<file path="src/rtl/ifetch_pkg.sv">
// Shared definitions for the instruction fetch stage: widths, NOP encoding
// and the {pc, instr} record carried from fetch to decode.
package ifetch_pkg;

  localparam int XLEN = 32;

  localparam logic [XLEN-1:0] NOP = 32'h0000_0013;

  typedef struct packed {
    logic [XLEN-1:0] pc;
    logic [XLEN-1:0] instr;
  } fetch_entry_t;

endpackage

</file>
<file path="src/rtl/ifetch_fifo.sv">
// Small synchronous FIFO with synchronous clear and occupancy count.
// Used as the granted-address queue and as the fetched-instruction buffer.
module fetch_fifo #(
  parameter int WIDTH = 32,
  parameter int DEPTH = 2,
  localparam int AW = (DEPTH > 1) ? $clog2(DEPTH) : 1,
  localparam int CW = $clog2(DEPTH) + 1
) (
  input  logic             clk_i,
  input  logic             rst_n_i,
  input  logic             clr_i,
  input  logic             push_i,
  input  logic [WIDTH-1:0] data_i,
  input  logic             pop_i,
  output logic [WIDTH-1:0] data_o,
  output logic [CW-1:0]    count_o,
  output logic             full_o,
  output logic             empty_o
);

  logic [WIDTH-1:0] mem_q [DEPTH];
  logic [AW-1:0]    wr_ptr_q, wr_ptr_d;
  logic [AW-1:0]    rd_ptr_q, rd_ptr_d;
  logic [CW-1:0]    count_q, count_d;
  logic             do_push, do_pop;

  assign full_o  = (count_q == CW'(DEPTH));
  assign empty_o = (count_q == '0);
  assign count_o = count_q;
  assign data_o  = mem_q[rd_ptr_q];

  // A push into a full FIFO is only legal when the head leaves the same cycle.
  assign do_push = push_i & (~full_o | pop_i);
  assign do_pop  = pop_i & ~empty_o;

  always_comb begin
    wr_ptr_d = wr_ptr_q;
    rd_ptr_d = rd_ptr_q;
    count_d  = count_q;
    if (clr_i) begin
      wr_ptr_d = '0;
      rd_ptr_d = '0;
      count_d  = '0;
    end else begin
      if (do_push) wr_ptr_d = wr_ptr_q + AW'(1);
      if (do_pop)  rd_ptr_d = rd_ptr_q + AW'(1);
      count_d = count_q + CW'(do_push) - CW'(do_pop);
    end
  end

  always_ff @(posedge clk_i or negedge rst_n_i) begin
    if (!rst_n_i) begin
      wr_ptr_q <= '0;
      rd_ptr_q <= '0;
      count_q  <= '0;
    end else begin
      wr_ptr_q <= wr_ptr_d;
      rd_ptr_q <= rd_ptr_d;
      count_q  <= count_d;
    end
  end

  always_ff @(posedge clk_i) begin
    if (do_push && !clr_i) mem_q[wr_ptr_q] <= data_i;
  end

`ifndef SYNTHESIS
  a_no_overflow: assert property (@(posedge clk_i) disable iff (!rst_n_i)
    !(push_i && full_o && !pop_i && !clr_i));
`endif

endmodule

</file>
<file path="src/rtl/ifetch.sv">
// Instruction fetch: credit-limited requests to instruction memory, PC tagging
// of in-order responses, buffered delivery to decode, and branch flush.
module ifetch
  import ifetch_pkg::*;
#(
  parameter int XLEN  = ifetch_pkg::XLEN,
  parameter int DEPTH = 2
) (
  input  logic            clk_i,
  input  logic            rst_n_i,
  input  logic [XLEN-1:0] pc_i,
  output logic            incr_pc_o,
  input  logic            flush_i,
  output logic            imem_req_o,
  output logic [XLEN-1:0] imem_addr_o,
  input  logic            imem_gnt_i,
  input  logic            imem_rvalid_i,
  input  logic [XLEN-1:0] imem_rdata_i,
  output logic            instr_valid_o,
  output logic [XLEN-1:0] instr_o,
  output logic [XLEN-1:0] instr_pc_o,
  input  logic            instr_ready_i,
  output logic            busy_o
);

  localparam int CW = $clog2(DEPTH) + 1;
  localparam int SW = CW + 2;

  logic [CW-1:0]     addr_cnt, instr_cnt;
  logic [CW-1:0]     discard_q, discard_d;
  logic [SW-1:0]     credit_used;
  logic [XLEN-1:0]   addr_head;
  logic [2*XLEN-1:0] instr_head;
  logic              addr_full, addr_empty, instr_full, instr_empty;
  logic              rsp_drop, rsp_take, instr_pop;

  assign credit_used = SW'(addr_cnt) + SW'(instr_cnt) + SW'(discard_q);
  assign imem_req_o  = rst_n_i & ~flush_i & (credit_used < SW'(DEPTH));
  assign incr_pc_o   = imem_req_o & imem_gnt_i;
  assign imem_addr_o = {pc_i[XLEN-1:2], 2'b00};

  // Words owed to flushed requests arrive first, so they are dropped before any tagging.
  assign rsp_drop  = imem_rvalid_i & (flush_i | (discard_q != '0));
  assign rsp_take  = imem_rvalid_i & ~rsp_drop;
  assign instr_pop = instr_valid_o & instr_ready_i & ~flush_i;

  always_comb begin
    discard_d = discard_q;
    if (flush_i) begin
      discard_d = discard_q + addr_cnt - CW'(imem_rvalid_i);
    end else if (imem_rvalid_i && (discard_q != '0)) begin
      discard_d = discard_q - CW'(1);
    end
  end

  always_ff @(posedge clk_i or negedge rst_n_i) begin
    if (!rst_n_i) discard_q <= '0;
    else          discard_q <= discard_d;
  end

  fetch_fifo #(.WIDTH(XLEN), .DEPTH(DEPTH)) u_addr_q (
    .clk_i   (clk_i),
    .rst_n_i (rst_n_i),
    .clr_i   (flush_i),
    .push_i  (incr_pc_o),
    .data_i  (imem_addr_o),
    .pop_i   (rsp_take),
    .data_o  (addr_head),
    .count_o (addr_cnt),
    .full_o  (addr_full),
    .empty_o (addr_empty)
  );

  fetch_fifo #(.WIDTH(2*XLEN), .DEPTH(DEPTH)) u_instr_q (
    .clk_i   (clk_i),
    .rst_n_i (rst_n_i),
    .clr_i   (flush_i),
    .push_i  (rsp_take),
    .data_i  ({addr_head, imem_rdata_i}),
    .pop_i   (instr_pop),
    .data_o  (instr_head),
    .count_o (instr_cnt),
    .full_o  (instr_full),
    .empty_o (instr_empty)
  );

  // Outputs read as zero whenever nothing is buffered, including during reset.
  assign instr_valid_o = ~instr_empty;
  assign instr_pc_o    = instr_valid_o ? instr_head[2*XLEN-1:XLEN] : '0;
  assign instr_o       = instr_valid_o ? instr_head[XLEN-1:0] : '0;
  assign busy_o        = |{addr_cnt, instr_cnt, discard_q};

`ifndef SYNTHESIS
  a_rvalid_expected: assert property (@(posedge clk_i) disable iff (!rst_n_i)
    imem_rvalid_i |-> !(addr_empty && (discard_q == '0)));
  a_discard_bound: assert property (@(posedge clk_i) disable iff (!rst_n_i)
    discard_q <= CW'(DEPTH));
  a_addr_no_overflow: assert property (@(posedge clk_i) disable iff (!rst_n_i)
    !(incr_pc_o && addr_full && !rsp_take));
  a_instr_no_overflow: assert property (@(posedge clk_i) disable iff (!rst_n_i)
    !(rsp_take && instr_full && !instr_pop));
`endif

endmodule

</file>
<file path="config.mk">
export PLATFORM = sky130hd
export DESIGN_NAME = ifetch
export DESIGN_NICKNAME = d
export VERILOG_FILES = /design/src/rtl/ifetch_pkg.sv /design/src/rtl/ifetch_fifo.sv /design/src/rtl/ifetch.sv
export SDC_FILE = /design/constraint.sdc
export NUM_CORES = 1
export LEC_CHECK = 0
export BUFFER_PORTS_ARGS = -buffer_cell sky130_fd_sc_hd__buf_2
export CORE_ASPECT_RATIO = 0.7
export CORE_UTILIZATION = 35
export CTS_BUF_LIST = sky130_fd_sc_hd__clkbuf_8
export CTS_CLUSTER_SIZE = 25
export DETAILED_ROUTE_END_ITERATION = 8
export PLACE_DENSITY = 0.58
export SLEW_MARGIN = 10
export SYNTH_ARGS = -nofsm -noshare
export SYNTH_HDL_FRONTEND = slang
export SYNTH_SLANG_ARGS = --single-unit
export TNS_END_PERCENT = 20
</file>
<file path="constraint.sdc">
create_clock -name clk_i -period 5.5 [get_ports clk_i]
set_clock_uncertainty 0.15 [all_clocks]
set_input_delay 0 -clock clk_i [delete_from_list [all_inputs] [get_ports clk_i]]
set_output_delay 0 -clock clk_i [all_outputs]
set_load 0.02 [all_outputs]
</file>
==> After elaboration in Yosys (flattened, before gate mapping) <==
Memory sizes are Yosys's and may differ from the RTL's.
Cells that the tools add are included.
{ "word_totals": {"ff_bits": 10, "ramBits": 188, "input_bits": 70, "output_inout_bits": 100, "wordCells": 76, "mem_count": 2} }
{ "mem_list": {"columns": ["memory", "depth", "word_bits", "read_ports", "rd_ports_with_merged_regs", "wr", "line_no", "rtl"], "rows": [
  ["u_instr_q.mem_q", 2, 64, 1, 0, 1, "ifetch_fifo.sv:21", "logic [WIDTH-1:0] mem_q [DEPTH];"],
  ["u_addr_q.mem_q", 2, 30, 1, 0, 1, "ifetch_fifo.sv:21", null]
]} }
{ "classes": {"addsub": 13, "n_lt_le_gt_ge": 1, "n_eq_ne": 2, "n_mux": 18, "bitwise_logic": 20, "n_reduce_logical": 13} }
{ "ops": {"columns": ["cell", "n"], "rows": [
  ["two-way mux 32 bit", 2],
  ["two-way mux 1 bit", 12],
  ["nonzero test 2 bit", 6],
  ["AND 1 bit", 11],
  ["two-way mux 2 bit", 4],
  ["NOT 1 bit", 6],
  ["OR reduction 6 bit", 1],
  ["subtractor 2 x 1 -> 2 bit", 3],
  ["adder 1 bit, second input constant", 4],
  ["adder 2 x 1 -> 2 bit", 2],
  ["adder 3 x 2 -> 4 bit", 1],
  ["== test 2 bit, second input constant", 2],
  ["zero test 2 bit", 2],
  ["< comparator 4 x 2 -> 1 bit, second input constant", 1],
  ["adder 2 x 2 -> 3 bit", 1],
  ["logical AND 1 bit", 3],
  ["bitwise OR 1 bit", 3],
  ["adder 2 bit", 1],
  ["subtractor 2 x 1 -> 2 bit, second input constant", 1],
  ["zero test 1 bit", 1]
]} }

==> Logic depth before layout (Yosys ltp) <==
{ "depth": {"depth_word": 10, "ltp_mapped": 10, "depth_no_buf": 10} }

==> Hierarchy <==
A second synthesis with hierarchy kept.
{ "hier_totals": {"hier_cells": 483, "hier_area_um2": 8612.0} }
{ "modules_own_cells": {"columns": ["mod", "instances", "cells_per_inst", "area_each_um2", "seq_area_each_um2"], "rows": [
  ["fetch_fifo (u_instr_q)", 1, 222, 5071.1, 3943.8],
  ["fetch_fifo (u_addr_q)", 1, 123, 2573.7, 2021.9],
  ["ifetch", 1, 138, 967.2, 50.0]
]} }

==> Worst setup path before layout <==
Ideal clock, no wire load.
{ "synth_timing": {"kind": "register to register", "from": "register u_addr_q.count_q[1] (netlist: u_addr_q.count_o[1])", "to": "memory u_addr_q.mem_q[0][0] in the netlist's numbering, enable pin", "setup_ns": 0.417, "arrival_time_ns": 3.440, "path_slack_ns": 1.493, "path_stages_with_launch": 8, "path_buffers": 0, "synth_period_minus_slack_ns": 4.007, "cell_sequence": "dfrtp_1 -> inv_1 -> fa_1 -> inv_1 -> ha_1 -> or4b_4 -> a311o_1 -> nor2_1"} }
{ "synth_between": {"elab_chain_cells": 9, "word_cells_on_any_way": 12, "cone_classes": "add/sub: 2; order compare: 1; eq/ne: 1; mux: 2; bitwise: 5; reduce/logical: 1"} }
{ "synth_rtl": {"columns": ["item", "line_no", "rtl"], "rows": [
  ["start: declaration", "ifetch_fifo.sv:24", "logic [CW-1:0] count_q, count_d;"],
  ["start signal: assignment", "ifetch_fifo.sv:59", "count_q <= count_d;"],
  ["adder 2 x 2 -> 3 bit", "ifetch.sv:37", "assign credit_used = SW'(addr_cnt) + SW'(instr_cnt) + SW'(discard_q);"],
  ["adder 3 x 2 -> 4 bit", "ifetch.sv:37", null],
  ["< comparator 4 x 2 -> 1 bit", "ifetch.sv:38", "assign imem_req_o = rst_n_i & ~flush_i & (credit_used < SW'(DEPTH));"],
  ["AND 1 bit", "ifetch.sv:38", null],
  ["AND 1 bit", "ifetch.sv:39", "assign incr_pc_o = imem_req_o & imem_gnt_i;"],
  ["AND 1 bit *", "ifetch_fifo.sv:33", "assign do_push = push_i & (~full_o | pop_i);"],
  ["logical AND 1 bit *", "ifetch_fifo.sv:64", "if (do_push && !clr_i) mem_q[wr_ptr_q] <= data_i;"],
  ["two-way mux 1 bit *", "ifetch_fifo.sv:64", null],
  ["two-way mux 1 bit (implied by the code) *", "ifetch_fifo.sv:64", null],
  ["end: declaration", "ifetch_fifo.sv:21", null]
]} }
Mark *: on every way between the ends. The rest lies on a longest branch, timed or not.

==> Worst setup path in the final report <==
{ "layout_timing": {"from": "register u_addr_q.count_q[1] (netlist: u_addr_q.count_o[1])", "to": "memory u_addr_q.mem_q[1][14] in the netlist's numbering, enable pin"} }
The elaborated chain is that of the path after synthesis.

==> flow_summary_export.csv <==
group,metric,value,unit
worst_setup_path,cp-end-kind,"flip-flop",
layout,multiInputGateArea,0.00165,mm²
synth,seq_area_frac_synth,0.743,
layout,seq_area,0.00578,mm²
detailed_routing,drtAntennaViolNets,0,
pwr,peakVddDrop,0.153,mV
grt,grt_antenna_before_repair,0,
sta,tns,0,ps
floorplan,io_pins,170,
clock_tree,cts-htree-levels,4,
sta,rsz0062_at_grt,"false",
detailed_routing,drt_iter0_markers,206,
synth,synth_flop_cell,"edfxtp_1",
clock_tree,ctsResizeCount,0,
grt,grt_pass1_wl,24000,µm
synth,syn_area,0.00777,mm²
worst_setup_path,regToRegSetupSlack,1850,ps
grt,grt_usage,0.140,
sta,maxSlewViolCount,0,
floorplan,start_util,0.358,
clock_tree,cts_tree,"built",
synth,synth_top_area_cell,"edfxtp_1",
synth,synth.avg_cell_area,16.5,µm²
place,gp_congestion,0.700,
floorplan,fp.dieW,180,µm
sta,finalSetupViolations,0,
sta,finalCriticalPeriod,3650,ps
detailed_routing,dr.pass1.iters,4,
grt,grt_overflow,0,
layout,antenna-diode-count,0,
sta,relSlewSlack,0.224,
detailed_routing,wl,15500,µm
place,dp_hpwl,9100,µm
run_status,status,"complete, no violations",
floorplan,die-area,0.0228,mm²
grt,grt_pass1_vias,4542,
pwr,power_density,364,mW/mm²
layout,area_growth,26.1,%
worst_setup_path,startpoint_type,"flip-flop",
clock_tree,cts-buffers-inserted,17,
worst_setup_path,crit_fanout,30,
worst_setup_path,worstPathRequired,5420,ps
synth,synth_area_leaders,"edfxtp_1 71%, mux2i_1 8.1%, mux2_1 4.3%",
clock_tree,cts_sinks,194,
detailed_routing,drc_errors,0,
sta,final.period_utilization,0.664,
synth,synth_most_common_cell,"edfxtp_1",
synth,synth_top_area_share,0.711,
job,maxCapViolations,0,
place,port_buffers,163,
layout,fillCellCount,1930,
floorplan,rows,45,
sta,max_freq,274,MHz
detailed_routing,vias,4326,
detailed_routing,viasPerCell,4.46,
synth,syn-instance-count,470,
synth,yosys_register_bits,194,
clock_tree,ctsLongestPathBuffers,2,
sta,worstMarginPinSlew,1160,ps
sta,hold_viol,0,
worst_setup_path,critPathArrivalTime,3580,ps
floorplan,core_area,0.0217,mm²
synth,synth-edff-count,184,
pwr,power,3.57,mW
synth,ys_warn_count,0,
synth,async_flop_share,0.0515,
layout,fin_util,0.451,
synth,ys_types,31,
floorplan,die_h,127,µm
grt,grt_start_max_net_pins,64,
layout,nets,756,
clock_tree,path_clk_slew,100,ps
clock_tree,cts-root-buf,"clkbuf_8",
worst_setup_path,path_class,"reg2reg",
pwr,p_leak,3.71,nW
detailed_routing,wire_per_inst,16.0,µm
synth,synthTopCellsByCount,"184 x edfxtp_1, 73 x nor2_1, 63 x mux2i_1, 34 x buf_4, 30 x mux2_1",
min_path,hold_path.class,"in2reg",
clock_tree,clkLatencyLatePin,460,ps
layout,layout-drive-gt1-share,0.295,
-- placed cells by master (no fill, tap or decap), drive strengths merged, types with 6 or more instances in the layout --
cell type,netlist,layout
dlygate4sd3,0,69
ha,10,10
inv,14,18
nor2,73,73
clkbuf,8,17
buf,43,165
clkinv,0,6
mux2i,63,63
dfrtp,10,10
mux2,30,30
edfxtp,184,184
-- path summary, 6_finish.rpt --
| path | start | endpoint | depth (start not counted) |
|---|---|---|---|
| max | u_addr_q.count_o[1] | u_addr_q.mem_q[1][14] | 8 |
| min | imem_rdata_i[6] | u_instr_q.mem_q[1][6] | 2 |
| max reg2reg | u_addr_q.count_o[1] | u_addr_q.mem_q[1][14] | 8 |
| min reg2reg | u_addr_q.mem_q[0][14] | u_instr_q.mem_q[1][48] | 1 |
| max in group asynchronous | rst_n_i | u_instr_q.rd_ptr_q | 3 |
| min in group asynchronous | rst_n_i | u_instr_q.rd_ptr_q | 3 |
-- kinds of logic after synthesis --
kind of cell / synth area share
multiplexers: 0.125
AND/OR/NAND/NOR: 0.0480
other: 0.000482
adder cells (fa/ha/maj): 0.0187
XOR/XNOR: 0.00901
buffers and inverters: 0.0488
AO/OA/AOI/OAI: 0.00772
flip-flops: 0.743
-- final cells by class --
type / count / area share
Tap cell: 282 / 0.0360
Inverter: 14 / 0.00536
Multi-Input combinational cell: 214 / 0.168
Timing Repair Buffer: 234 / 0.155
Clock inverter: 15 / 0.0219
Sequential cell: 194 / 0.589
Clock buffer: 17 / 0.0239
-- critical path: stages (launching register included) --
cell     delay [ps]
dfrtp_1         470
inv_1            90
fa_1            530
inv_1            40
ha_1            280
or4b_4          530
a311o_1         370
inv_2            90
and2_2          710
-- registers in the layout, indices dropped and copies added, names as in the netlist --
name	cells
u_addr_q.mem_q	60
u_instr_q.count_o	2
u_instr_q.mem_q	124
u_instr_q.wr_ptr_q	1
u_addr_q.count_o	2
discard_q	2
u_addr_q.wr_ptr_q	1
u_addr_q.rd_ptr_q	1
u_instr_q.rd_ptr_q	1
-- metrics by stage --
stage / cell area [µm²] / hold slack [ps] / instances / worst slack [ps]
3_3_place_gp: 8670 / -269 / 869 / 1870
5_1_grt: 9810 / 89.6 / 970 / 1680
3_5_place_dp: 8670 / -263 / 869 / 1830
2_1_floorplan: 7790 / -446 / 473 / 1490
6_report: 9810 / 123 / 970 / 1850
4_1_cts: 9810 / 79.2 / 970 / 1790
-- report_power, final --
| part | internal (mW) | switching [mW] | leakage, nW | total (mW) |
|---|---|---|---|---|
| clock network | 0.541 | 0.494 | 0.235 | 1.04 |
| registers | 1.72 | 0.0792 | 1.79 | 1.80 |
| logic | 0.283 | 0.453 | 1.68 | 0.735 |
-- metal layers --
metal  GRT usage  up-vias  wire, µm
li1            -     2081         -
met1       0.180     2072      7180
met2       0.233      158      7170
met3      0.0365       15       984
met4      0.0407        0       159
met5           0        -         0
-- timing repair --
item	in CTS	in global routing
buffers inserted	0	0
endpoints found under the hold margin	144	0
hold buffers	69	0
Power figures use the tool's default switching activity.
